--- config.mk ---
export PLATFORM = sky130hd
export DESIGN_NAME = sram_rw_arb
export DESIGN_NICKNAME = d
export VERILOG_FILES = /design/src/rtl/vector_cache_pkg.sv /design/src/rtl/sram_rsp_fifo.sv /design/src/rtl/sram_rw_arb.sv
export SDC_FILE = /design/constraint.sdc
export NUM_CORES = 1
export LEC_CHECK = 0
export ABC_CLOCK_PERIOD_IN_PS = 2700
export BUFFER_PORTS_ARGS = -buffer_cell sky130_fd_sc_hd__clkbuf_2
export CORE_ASPECT_RATIO = 1.5
export CORE_MARGIN = 5
export CORE_UTILIZATION = 35
export DETAILED_ROUTE_END_ITERATION = 12
export GPL_TIMING_DRIVEN = 1
export PLACE_DENSITY = 0.69
export SYNTH_ARGS = -nofsm -noshare
export SYNTH_HDL_FRONTEND = slang
export SYNTH_SLANG_ARGS = --single-unit
--- constraint.sdc ---
create_clock -name clk -period 2.7 [get_ports clk]
set_clock_uncertainty 0.15 [all_clocks]
set_input_delay 0.81 -clock clk [delete_from_list [all_inputs] [get_ports clk]]
set_output_delay 0.81 -clock clk [all_outputs]
set_load 0.005 [all_outputs]
--- src/rtl/vector_cache_pkg.sv ---
// Shared vector-cache definitions used by the SRAM access path.
//   sram_inst_cmd_t : command word presented to sram_inst (addr, byte_sel, mode)
//   sram_rsp_t      : read response record (data + requester tag)
package vector_cache_pkg;

  localparam int SRAM_INST_ADDR_W = 9;
  localparam int SRAM_INST_DATA_W = 32;
  localparam int SRAM_RSP_TAG_W   = 4;

  typedef struct packed {
    logic [SRAM_INST_ADDR_W-1:0] addr;
    logic [1:0]                  byte_sel;
    logic                        mode;
  } sram_inst_cmd_t;

  typedef struct packed {
    logic [SRAM_INST_DATA_W-1:0] data;
    logic [SRAM_RSP_TAG_W-1:0]   tag;
  } sram_rsp_t;

endpackage

--- src/rtl/sram_rsp_fifo.sv ---
// Synchronous FIFO with registered storage and a combinational head.
// DEPTH must be a power of two (pointers wrap naturally).
// Ports:
//   clk, rst          clock, synchronous active-high reset (empties the FIFO)
//   push_i/push_data_i write one entry
//   pop_i             remove the head entry (ignored when empty)
//   pop_data_o        current head entry
//   cnt_o             number of stored entries (0..DEPTH)
//   full_o, empty_o   occupancy flags
module sram_rsp_fifo #(
  parameter int W     = 36,
  parameter int DEPTH = 4
) (
  input  logic                       clk,
  input  logic                       rst,
  input  logic                       push_i,
  input  logic [W-1:0]               push_data_i,
  input  logic                       pop_i,
  output logic [W-1:0]               pop_data_o,
  output logic [$clog2(DEPTH):0]     cnt_o,
  output logic                       full_o,
  output logic                       empty_o
);

  localparam int PTR_W = $clog2(DEPTH);
  localparam int CNT_W = PTR_W + 1;

  logic [W-1:0]     mem_q [DEPTH];
  logic [PTR_W-1:0] wr_ptr_q, rd_ptr_q;
  logic [CNT_W-1:0] cnt_q, cnt_d;
  logic             do_push, do_pop;

  assign full_o  = (cnt_q == CNT_W'(DEPTH));
  assign empty_o = (cnt_q == '0);
  assign cnt_o   = cnt_q;

  assign do_pop  = pop_i & ~empty_o;
  // A push into a full FIFO is accepted only when the head leaves in the same cycle.
  assign do_push = push_i & (~full_o | do_pop);

  always_comb begin
    cnt_d = cnt_q;
    case ({do_push, do_pop})
      2'b10:   cnt_d = cnt_q + CNT_W'(1);
      2'b01:   cnt_d = cnt_q - CNT_W'(1);
      default: cnt_d = cnt_q;
    endcase
  end

  always_ff @(posedge clk) begin
    if (rst) begin
      wr_ptr_q <= '0;
      rd_ptr_q <= '0;
      cnt_q    <= '0;
    end else begin
      cnt_q <= cnt_d;
      if (do_push) wr_ptr_q <= wr_ptr_q + PTR_W'(1);
      if (do_pop)  rd_ptr_q <= rd_ptr_q + PTR_W'(1);
    end
  end

  always_ff @(posedge clk) begin
    if (do_push) mem_q[wr_ptr_q] <= push_data_i;
  end

  assign pop_data_o = mem_q[rd_ptr_q];

  always_ff @(posedge clk) begin
    if (!rst) begin
      assert (!(push_i && full_o && !do_pop));
    end
  end

endmodule

--- src/rtl/sram_rw_arb.sv ---
// Single-port access controller in front of one sram_inst.
// Arbitrates a write-request and a read-request channel onto the SRAM command
// ports (never both in one cycle), captures the 1-cycle-latency read data with
// its tag into a response FIFO and returns it over a valid/ready channel.
// Outstanding reads are bounded by FIFO space (credit).
// Optional feature: define SRAM_RW_ARB_PERF_EN to enable the perf counters;
// otherwise perf_conflict_cnt/perf_stall_cnt are tied to 0.
// Ports:
//   clk, rst                         clock, synchronous active-high reset
//   wr_req_vld/rdy/cmd/data          write request channel
//   rd_req_vld/rdy/cmd/tag           read request channel
//   rsp_vld/rdy/data/tag             read response channel
//   sram_read_vld/cmd                to sram_inst read port
//   sram_write_vld/cmd, sram_wr_data to sram_inst write port
//   sram_rd_data                     from sram_inst, valid 1 cycle after a read
//   perf_conflict_cnt                cycles with both requests valid
//   perf_stall_cnt                   cycles a read was held off by credit
module sram_rw_arb
  import vector_cache_pkg::*;
#(
  parameter int TAG_W         = SRAM_RSP_TAG_W,
  parameter int RSP_DEPTH     = 4,
  parameter int RD_STARVE_MAX = 3
) (
  input  logic                        clk,
  input  logic                        rst,
  input  logic                        wr_req_vld,
  output logic                        wr_req_rdy,
  input  sram_inst_cmd_t              wr_req_cmd,
  input  logic [SRAM_INST_DATA_W-1:0] wr_req_data,
  input  logic                        rd_req_vld,
  output logic                        rd_req_rdy,
  input  sram_inst_cmd_t              rd_req_cmd,
  input  logic [TAG_W-1:0]            rd_req_tag,
  output logic                        rsp_vld,
  input  logic                        rsp_rdy,
  output logic [SRAM_INST_DATA_W-1:0] rsp_data,
  output logic [TAG_W-1:0]            rsp_tag,
  output logic                        sram_read_vld,
  output sram_inst_cmd_t              sram_read_cmd,
  output logic                        sram_write_vld,
  output sram_inst_cmd_t              sram_write_cmd,
  output logic [SRAM_INST_DATA_W-1:0] sram_wr_data,
  input  logic [SRAM_INST_DATA_W-1:0] sram_rd_data,
  output logic [15:0]                 perf_conflict_cnt,
  output logic [15:0]                 perf_stall_cnt
);

  localparam int CNT_W = $clog2(RSP_DEPTH) + 1;
  localparam int ST_W  = $clog2(RD_STARVE_MAX + 1);
  localparam int RSP_W = SRAM_INST_DATA_W + TAG_W;

  logic             inflight_q;
  logic [TAG_W-1:0] tag_q;
  logic [ST_W-1:0]  starve_q, starve_d;

  logic [CNT_W-1:0] fifo_cnt;
  logic             fifo_full, fifo_empty;
  logic [RSP_W-1:0] fifo_head;
  logic             rsp_pop;

  logic rd_credit_ok, rd_cand, wr_cand, rd_win, wr_win;

  // Conservative credit: a pop in the same cycle is not credited until the next one.
  assign rd_credit_ok = (fifo_cnt + CNT_W'(inflight_q)) < CNT_W'(RSP_DEPTH);
  assign rd_cand      = rd_req_vld & rd_credit_ok;
  assign wr_cand      = wr_req_vld;

  // Write priority by default; a starved read wins once it has lost RD_STARVE_MAX times.
  assign rd_win = ~rst & rd_cand & (~wr_cand | (starve_q == ST_W'(RD_STARVE_MAX)));
  assign wr_win = ~rst & wr_cand & ~rd_win;

  assign wr_req_rdy = wr_win;
  assign rd_req_rdy = rd_win;

  assign sram_write_vld = wr_win;
  assign sram_write_cmd = wr_req_cmd;
  assign sram_wr_data   = wr_req_data;
  assign sram_read_vld  = rd_win;
  assign sram_read_cmd  = rd_req_cmd;

  always_comb begin
    starve_d = starve_q;
    if (!rd_cand || rd_win) begin
      starve_d = '0;
    end else if (wr_win && (starve_q != ST_W'(RD_STARVE_MAX))) begin
      starve_d = starve_q + ST_W'(1);
    end
  end

  always_ff @(posedge clk) begin
    if (rst) begin
      inflight_q <= 1'b0;
      starve_q   <= '0;
    end else begin
      inflight_q <= rd_win;
      starve_q   <= starve_d;
    end
  end

  always_ff @(posedge clk) begin
    if (rd_win) tag_q <= rd_req_tag;
  end

  // Read data arrives the cycle after the grant, alongside the registered tag.
  sram_rsp_fifo #(
    .W     (RSP_W),
    .DEPTH (RSP_DEPTH)
  ) u_rsp_fifo (
    .clk         (clk),
    .rst         (rst),
    .push_i      (inflight_q),
    .push_data_i ({sram_rd_data, tag_q}),
    .pop_i       (rsp_pop),
    .pop_data_o  (fifo_head),
    .cnt_o       (fifo_cnt),
    .full_o      (fifo_full),
    .empty_o     (fifo_empty)
  );

  assign rsp_vld  = ~fifo_empty;
  assign rsp_pop  = rsp_vld & rsp_rdy;
  assign rsp_data = fifo_head[RSP_W-1:TAG_W];
  assign rsp_tag  = fifo_head[TAG_W-1:0];

  always_ff @(posedge clk) begin
    if (!rst) begin
      assert (!(inflight_q && fifo_full && !rsp_pop));
    end
  end

`ifdef SRAM_RW_ARB_PERF_EN
  logic [15:0] conflict_q, stall_q;

  always_ff @(posedge clk) begin
    if (rst) begin
      conflict_q <= '0;
      stall_q    <= '0;
    end else begin
      if (rd_req_vld && wr_req_vld && (conflict_q != 16'hFFFF)) conflict_q <= conflict_q + 16'd1;
      if (rd_req_vld && !rd_credit_ok && (stall_q != 16'hFFFF)) stall_q <= stall_q + 16'd1;
    end
  end

  assign perf_conflict_cnt = conflict_q;
  assign perf_stall_cnt    = stall_q;
`else
  assign perf_conflict_cnt = '0;
  assign perf_stall_cnt    = '0;
`endif

endmodule

==> flow_summary.json <==
{
  "status": "finished clean",
  "rows": 62,
  "synthFlopType": "edfxtp_1",
  "clkPwrFrac_pct": 43.3,
  "cts_made_buffers": 17,
  "final_cell_mix": "edfxtp_1, clkbuf_2, mux4_2",
  "cp-end-kind": "output pin",
  "avgViaCountPerCell": 4.64,
  "cts.sinks": 160,
  "cp_num_cells": 3,
  "grt_pass1_vias": 3460,
  "clk_pin_slew_ns": 0.07,
  "cts_hold_buf": 0,
  "route.met3.wl_um": 1040,
  "yosysSeqAreaShare_pct": 69.7,
  "fmax_mhz": 373,
  "synth_edf_count": 148,
  "critPathBufInv": 2,
  "grt_max_degree": 37,
  "period_minus_slack_ns": 2.68,
  "cts-root-buf": "clkbuf_16",
  "p_int_mw": 4.07,
  "dieArea_um2": 22100,
  "grt_pass1_wl_um": 20100,
  "crit_fanout": 9,
  "cp.required_ns": 1.74,
  "cap_viol_max_count": 0,
  "ir_drop_mv": 0.367,
  "ff2ff_path_depth": 7,
  "post-place-cells": 639,
  "wl_met1_um": 4610,
  "postSynthAreaPerCell_um2": 18.5,
  "drc": 0,
  "critPathTopFamily": "multiplexers",
  "p_comb_share_pct": 4.5,
  "setup_slack_ns": 0.0175,
  "wl_met2_um": 6880,
  "worstSkewPairLatency_ns": 0.42,
  "cp-start-kind": "flop",
  "worstSetupPathType": "flop to output pin",
  "finalPower_mw": 5.26,
  "p_per_area_nw_per_um2": 685,
  "drtAntennaViolNets": 0,
  "die_y_um": 180,
  "wl_um": 13200,
  "final_common_cell": "edfxtp_1",
  "worstPathArrival_ns": 1.72,
  "holdWs_ns": 0.334,
  "synth_cells": 363,
  "grtUsageTotal_pct": 12.4,
  "die_x_um": 123,
  "hold_violations": 0,
  "cts_tree": "done",
  "drtIter0Drc": 164,
  "rsz0062_at_grt": "yes",
  "area_delta_synth_final_pct": 14.1,
  "path_cells": "clkbuf_16 > mux4_2 > clkbuf_2",
  "seq_power_share_pct": 52.2,
  "vias": 3138,
  "fin_cells": 677,
  "setup_violations": 0,
  "numPortBuffers": 81,
  "max_stage_delay_ns": 0.50,
  "cp_slowest_cell": "mux4_2",
  "h-tree-depth": 4,
  "nets": 510,
  "slew_violations": 0,
  "ys_warn_count": 0,
  "post_drt_wl_per_cell_um": 19.5,
  "synth-async-reset-ratio_pct": 0,
  "synth-seq-cells": 160,
  "sw_frac_of_total_pct": 22.6,
  "antenna_found_initial": 2,
  "fin_crit_sh_pct": 99.4,
  "top_level_ports": 226,
  "core_um2": 19000,
  "top_layer": "met5",
  "synthDistinctLibCells": 37,
  "drive_gt1_share_pct": 43.8,
  "pre_cts_slack_ns": 0.187,
  "start_util_pct": 35.4,
  "hold_class": "flop to flop",
  "cts_max_path_buffers": 2,
  "grt_overflow": 0,
  "leakage_nw": 2.62,
  "syn_area_um2": 6720,
  "first_pass_iters": 4,
  "dp_hpwl_um": 8110,
  "p_sw_mw": 1.19,
  "gp_congestion": 0.698,
  "holdPathStages": 1
}
stage by stage:
| stage | cell area [um2] | setup TNS, ns | util [%] |
|---|---|---|---|
| 2_1_floorplan | 6850 | 0 | - |
| 3_3_place_gp | 6970 | 0 | 36.7 |
| 3_5_place_dp | 6970 | 0 | 36.7 |
| 4_1_cts | 7600 | -0.487 | 40.0 |
| 5_1_grt | 7670 | -1.87 | 40.4 |
| 6_report | 7670 | 0 | 40.4 |
cells in the mapped netlist (2+ instances only):
library cell,instances,area share (%)
buf_6,4,0.67
ha_1,5,0.93
buf_4,92,10
a21oi_1,4,0.30
o2111ai_1,2,0.26
nand2b_1,2,0.19
a211oi_1,2,0.22
and3_1,4,0.37
nor4b_2,2,0.45
xor2_1,3,0.39
or3_1,2,0.19
inv_1,7,0.39
dfxtp_1,12,3.6
nor2_1,5,0.28
edfxtp_1,148,66
nand3_1,5,0.37
o21ai_0,3,0.22
mux4_2,36,12
buf_2,6,0.45
a31oi_1,2,0.19
state kept, by name (all words and copies together), names as in the netlist, named ones only:
name / flops
u_rsp_fifo.cnt_o: 3
u_rsp_fifo.mem_q: 144
inflight_q: 1
starve_q: 2
u_rsp_fifo.wr_ptr_q: 2
tag_q: 4
u_rsp_fifo.rd_ptr_q: 2
layer usage:
| metal | vias to the layer above | track usage (%) |
|---|---|---|
| li1 | 1370 | - |
| met1 | 1572 | 12.9 |
| met2 | 123 | 20.8 |
| met3 | 71 | 4.65 |
| met4 | 2 | 7.41 |
| met5 | - | 0 |
timing repair:
item / 4_1_cts / 5_1_grt
setup endpoints to repair: 40 / 39
setup buffers: 0 / 2
pin swaps: 1 / 2
gates resized for setup: 5 / 6
gates cloned: 2 / 1
logic make-up after synthesis:
family,Yosys count,share of synthesized area (%)
other,1,0.0558
AND/OR/NAND/NOR,26,2.62
multiplexers,36,12.1
buffers and inverters,111,11.9
XOR/XNOR,4,0.521
adder cells (fa/ha/maj),6,1.23
AO/OA/AOI/OAI,19,1.94
flip-flops,160,69.7
path summary, 6_finish.rpt:
path	startpoint	endpoint	slack (ns)
min	starve_q[0]$_SDFFE_PP0P_	starve_q[0]$_SDFFE_PP0P_	0.33
max reg2reg	u_rsp_fifo.cnt_o[1]$_SDFFE_PP0P_	u_rsp_fifo.cnt_o[2]$_SDFFE_PP0P_	0.72
max	flop	rsp_data[5]	0.02
min reg2reg	starve_q[0]$_SDFFE_PP0P_	starve_q[0]$_SDFFE_PP0P_	0.33
power by group through the flow:
stage	Clock, mW	Sequential, mW	Combinational, mW
5_1_grt	2.47	2.75	0.260
3_5_place_dp	0	2.80	0.222
4_1_cts	2.34	2.75	0.231
3_3_place_gp	0	2.80	0.213
2_1_floorplan	0	2.80	0.218
6_report	2.28	2.75	0.234
final cells by class:
| cell class | instances | area [um2] |
|---|---|---|
| tap | 256 | 320 |
| clock inverter | 15 | 146 |
| multi-input combinational | 123 | 1390 |
| clock buffer | 17 | 425 |
| timing repair buffer | 98 | 666 |
| antenna | 1 | 2.50 |
| inverter | 7 | 26.3 |
| sequential | 160 | 4700 |
| fill | 1711 | 11300 |
Note: power is estimated with default switching activity, not from simulation.
